===== src/rtl/keypad_emulator.sv =====
`default_nettype none
// ============================================================================
// Module   : keypad_emulator
// Purpose  : Emulates a 4x4 matrix keypad toward a row-scanning controller,
//            pressing queued key codes for HOLD_CYC cycles then releasing
//            them for GAP_CYC cycles.
// Revision : 1.0 - initial release
// ============================================================================
module keypad_emulator #(
    parameter int HOLD_CYC = 64,
    parameter int GAP_CYC  = 16
) (
    input  logic       ck,
    input  logic       rst_n,
    input  logic [3:0] key,
    input  logic       key_vld,
    output logic       key_rdy,
    input  logic [3:0] x,
    output logic [3:0] y,
    output logic       busy,
    output logic       done,
    output logic [2:0] level
);

    typedef enum logic [1:0] {
        ST_IDLE    = 2'd0,
        ST_PRESS   = 2'd1,
        ST_RELEASE = 2'd2
    } state_t;

    localparam logic [15:0] HOLD_LOAD = 16'(HOLD_CYC - 1);
    localparam logic [15:0] GAP_LOAD  = 16'(GAP_CYC - 1);

    logic [3:0]  mem [4];
    logic [1:0]  wr_ptr;
    logic [1:0]  rd_ptr;
    logic [2:0]  count;
    logic        head_vld;
    state_t      state;
    logic [15:0] cnt;
    logic [3:0]  act_key;
    logic        done_q;
    logic        push;
    logic        pop;
    logic [3:0]  row_sel;

    assign push    = key_vld && key_rdy;
    // head_vld lags occupancy by one cycle so a fresh key never bypasses the queue
    assign pop     = (state == ST_IDLE) && head_vld && (count != 3'd0);
    assign key_rdy = (count != 3'd4);
    assign level   = count;
    assign busy    = (count != 3'd0) || (state != ST_IDLE);
    assign done    = done_q;

    always_ff @(posedge ck or negedge rst_n) begin
        if (!rst_n) begin
            for (int i = 0; i < 4; i++) begin
                mem[i] <= 4'd0;
            end
            wr_ptr   <= 2'd0;
            rd_ptr   <= 2'd0;
            count    <= 3'd0;
            head_vld <= 1'b0;
        end else begin
            if (push) begin
                mem[wr_ptr] <= key;
                wr_ptr      <= wr_ptr + 2'd1;
            end
            if (pop) begin
                rd_ptr <= rd_ptr + 2'd1;
            end
            case ({push, pop})
                2'b10:   count <= count + 3'd1;
                2'b01:   count <= count - 3'd1;
                default: count <= count;
            endcase
            head_vld <= (count != 3'd0);
        end
    end

    always_ff @(posedge ck or negedge rst_n) begin
        if (!rst_n) begin
            state   <= ST_IDLE;
            cnt     <= 16'd0;
            act_key <= 4'd0;
            done_q  <= 1'b0;
        end else begin
            done_q <= 1'b0;
            case (state)
                ST_IDLE: begin
                    if (pop) begin
                        act_key <= mem[rd_ptr];
                        cnt     <= HOLD_LOAD;
                        state   <= ST_PRESS;
                    end
                end
                ST_PRESS: begin
                    if (cnt == 16'd0) begin
                        cnt   <= GAP_LOAD;
                        state <= ST_RELEASE;
                    end else begin
                        cnt <= cnt - 16'd1;
                    end
                end
                ST_RELEASE: begin
                    if (cnt == 16'd0) begin
                        done_q <= 1'b1;
                        state  <= ST_IDLE;
                    end else begin
                        cnt <= cnt - 16'd1;
                    end
                end
                default: begin
                    state <= ST_IDLE;
                    cnt   <= 16'd0;
                end
            endcase
        end
    end

    // Only a single-low x matching the active row returns a column; anything else is idle
    assign row_sel = ~(4'b0001 << act_key[3:2]);

    always_comb begin
        y = 4'b1111;
        if ((state == ST_PRESS) && (x == row_sel)) begin
            y[act_key[1:0]] = 1'b0;
        end
    end

endmodule
`default_nettype wire


===== config.mk =====
export PLATFORM = sky130hd
export DESIGN_NAME = keypad_emulator
export DESIGN_NICKNAME = d
export VERILOG_FILES = /design/src/rtl/keypad_emulator.sv
export SDC_FILE = /design/constraint.sdc
export NUM_CORES = 1
export LEC_CHECK = 0
export ABC_AREA = 0
export CAP_MARGIN = 20
export CELL_PAD_IN_SITES_DETAIL_PLACEMENT = 1
export CELL_PAD_IN_SITES_GLOBAL_PLACEMENT = 1
export CORE_UTILIZATION = 40
export CTS_CLUSTER_DIAMETER = 40
export DETAILED_ROUTE_END_ITERATION = 10
export PLACE_DENSITY = 0.77
export RECOVER_POWER = 50
export SKIP_LAST_GASP = 1
export SYNTH_ARGS = -nofsm -noshare
export SYNTH_HDL_FRONTEND = slang
export SYNTH_SLANG_ARGS = --single-unit

===== constraint.sdc =====
create_clock -name ck -period 2.3 [get_ports ck]
set_clock_uncertainty 0.1 [all_clocks]
set_input_delay 0.575 -clock ck [delete_from_list [all_inputs] [get_ports ck]]
set_output_delay 0.575 -clock ck [all_outputs]
set_load 0.03 [all_outputs]

==> run summary <==
dpl ws -> -1.29 ns
Core ar. -> 0.00646 mm²
Cells after DPL -> 367
Worst Setup Path Type -> flop to output pin
CTS tree -> done
synth warn -> 0
ANT nets after route -> 0
failing checks -> negative setup slack
Area growth syn-to-layout -> 20.9%
startpoint types -> flop
hold_sp -> mem[4]
Overflow after GRT -> 0
fmax -> 0.370 GHz
reg2reg end -> cnt[0]
Antenna diodes -> 0
Unique masters post-synth -> 57
setup ws final -> -0.403 ns
worst hold path type -> flop to flop
root buffer cell -> clkbuf_8
syn avg cell area -> 10.6 µm²
Syn Nets -> 276
Reg2Reg Depth -> 6
wire per inst -> 17.6 µm
initial antenna violation count -> 0
pwr dens -> 1210 mW/mm²
Yosys top cell area share -> 0.432
first-pass GRT wire length -> 11.5 mm
share of the yosys chip area belonging to registers -> 0.432
worst-margin pin slew -> 1.35 ns
EDFF count, synth -> 0
beginning of the worst register-to-register path -> cnt[1]
Hold Crit Endpoint -> mem[4]
layout cells sized above 1 -> 0.283
port bufs -> 20
chip width -> 84.5 µm
Total GRT Usage -> 0.205
CTS Buf Count -> 5
hold path depth -> 1
gpl congestion -> 0.826
die area -> 0.00715 mm²
FP Rows -> 29
WHS -> 0.424 ns
cts hold-fix bufs -> 0
clk slew on worst S/H paths -> 0.10 ns
io pins -> 21
maxcap violations -> 0
Crit Path Max Fanout -> 2
Syn Inst Count -> 257
clk_lat worst skew -> 0.32 ns
top-count cell post-synth -> dfrtp_1
Final period util -> 1.18
Hold Vio Cnt, Final -> 0
Pre-antenna DRT Iters -> 4
Synth Register Bits -> 47
Post-synth top cells -> dfrtp_1 (47), nand2_1 (29), mux2_2 (16)
setup violators final -> 4
WP data arrival -> 2.03 ns
Async SR Flop Fraction -> 1.00
required time of the critical path -> 1.62 ns
Post-Syn Area -> 0.00273 mm²
H-tree depth -> 2
biggest area consumer among synthesized cells -> dfrtp_1
Final Max Slew Viols -> 0
number of global-route vias before repair -> 2386
status -> finished with violations
Post-Layout Cell Count -> 377
setup TNS -> -1.21 ns
final wirelength -> 6.63 mm
largest net degree at the start of global routing -> 26
VDD IR-drop max -> 0.689 mV
die span in y -> 84.5 µm
unrepaired setup endpoints after global routing -> true
Clock Sinks -> 47
via-per-instance ratio -> 5.69
via count -> 2146
Critical Path Sink Type -> output pin
initial core utilization -> 0.422
register-to-register setup slack -> 0.14 ns
dominant synthesized flop cell -> dfrtp_1
clk buf depth -> 2
Leakage -> 1.39 nW
drt initial violations -> 95
power consumption -> 3.98 mW
top cells by area, synth -> dfrtp_1 (43%), mux2_2 (6.6%), nand2_1 (4.0%), mux4_2 (3.3%), ha_1 (3.2%)
drt drc -> 0
post-layout min period -> 2.70 ns
slew margin rel. -> 0.102
DP Wirelength -> 4.84 mm
Final nets -> 318
[logic make-up after synthesis]
kind of cell,Yosys count,synth area share
AND/OR/NAND/NOR,98,0.222
flip-flops,47,0.432
AO/OA/AOI/OAI,45,0.118
buffers and inverters,26,0.0459
multiplexers,24,0.114
adder cells (fa/ha/maj),9,0.0432
XOR/XNOR,8,0.0257
[cells in the final DEF (no fill, tap or decap), drive strengths merged, types with 3 or more instances in the layout]
cell type and count:
ha 7, nor3 3, o21ai 8, or3b 3
or3 6, nand2b 3, mux2 16, mux4 4
nand3 10, clkbuf 8, buf 32, clkdlybuf4s50 9
nand2 29, o31ai 7, nor4 6, or4 9
inv 16, mux2i 4, nor2 9, nand3b 4
nor3b 3, nand4 4, dfrtp 47, a21oi 10
xnor2 6
[worst max-delay path by stage]
stage                          start   end  slack, ns  depth (start not counted)
after detailed placement        x[2]  y[0]      -1.29                          6
final                     act_key[3]  y[0]      -0.40                          5
after CTS                 act_key[3]  y[0]      -0.46                          5
after global routing      act_key[3]  y[0]      -0.48                          5
after global placement          x[2]  y[0]      -1.21                          6
after floorplan                 x[0]  y[0]      -0.16                          4
[layer usage]
metal	GRT usage	wire (µm)	part of all wire	up-vias
met3	0.0383	158	0.024	9
met4	0.0539	76	0.011	0
met1	0.251	2920	0.44	1084
met2	0.370	3480	0.52	22
li1	-	-	-	1031
met5	0	0	0	-
[critical path, cell delays in order, from the launching register on]
cell and delay, ns:
dfrtp_1 0.39, or3b_1 0.34, a211o_1 0.28, a21oi_2 0.16
or3b_4 0.39, buf_6 0.15
[where the power goes]
part	internal [mW]	total [mW]	switching [mW]	leakage (nW)
combinational	0.934	1.91	0.977	0.779
clock	0.222	0.551	0.329	0.0452
sequential	1.18	1.52	0.338	0.570
total	2.33	3.98	1.64	1.39
[layout make-up]
cell class,instances,area [µm²]
clock buffer,5,68.8
clock inverter,3,25.0
fill,704,3160
inverter,14,52.6
multi-input combinational,184,1480
sequential,47,1180
tap,77,96.3
timing repair buffer,47,394
[registers in the layout, summed over array words and instances, names as in the netlist]
signal / flops
head_vld: 1
act_key: 4
state: 2
cnt: 16
rd_ptr: 2
mem: 16
done: 1
level: 3
wr_ptr: 2
[per-stage QoR]
step                      utilization  instance area, µm²
after CTS                       0.507                3270
after floorplan                     -                2740
final                           0.510                3290
after global routing            0.510                3290
after global placement          0.489                3160
after detailed placement        0.489                3160
[repair_timing]
item / in CTS / in global routing
pin swaps: 3 / 3
resized for setup: 47 / 11
setup buffers: 2 / 0
gates cloned: 0 / 0
setup endpoints to repair: 6 / 11
Power figures use the tool's default switching activity.
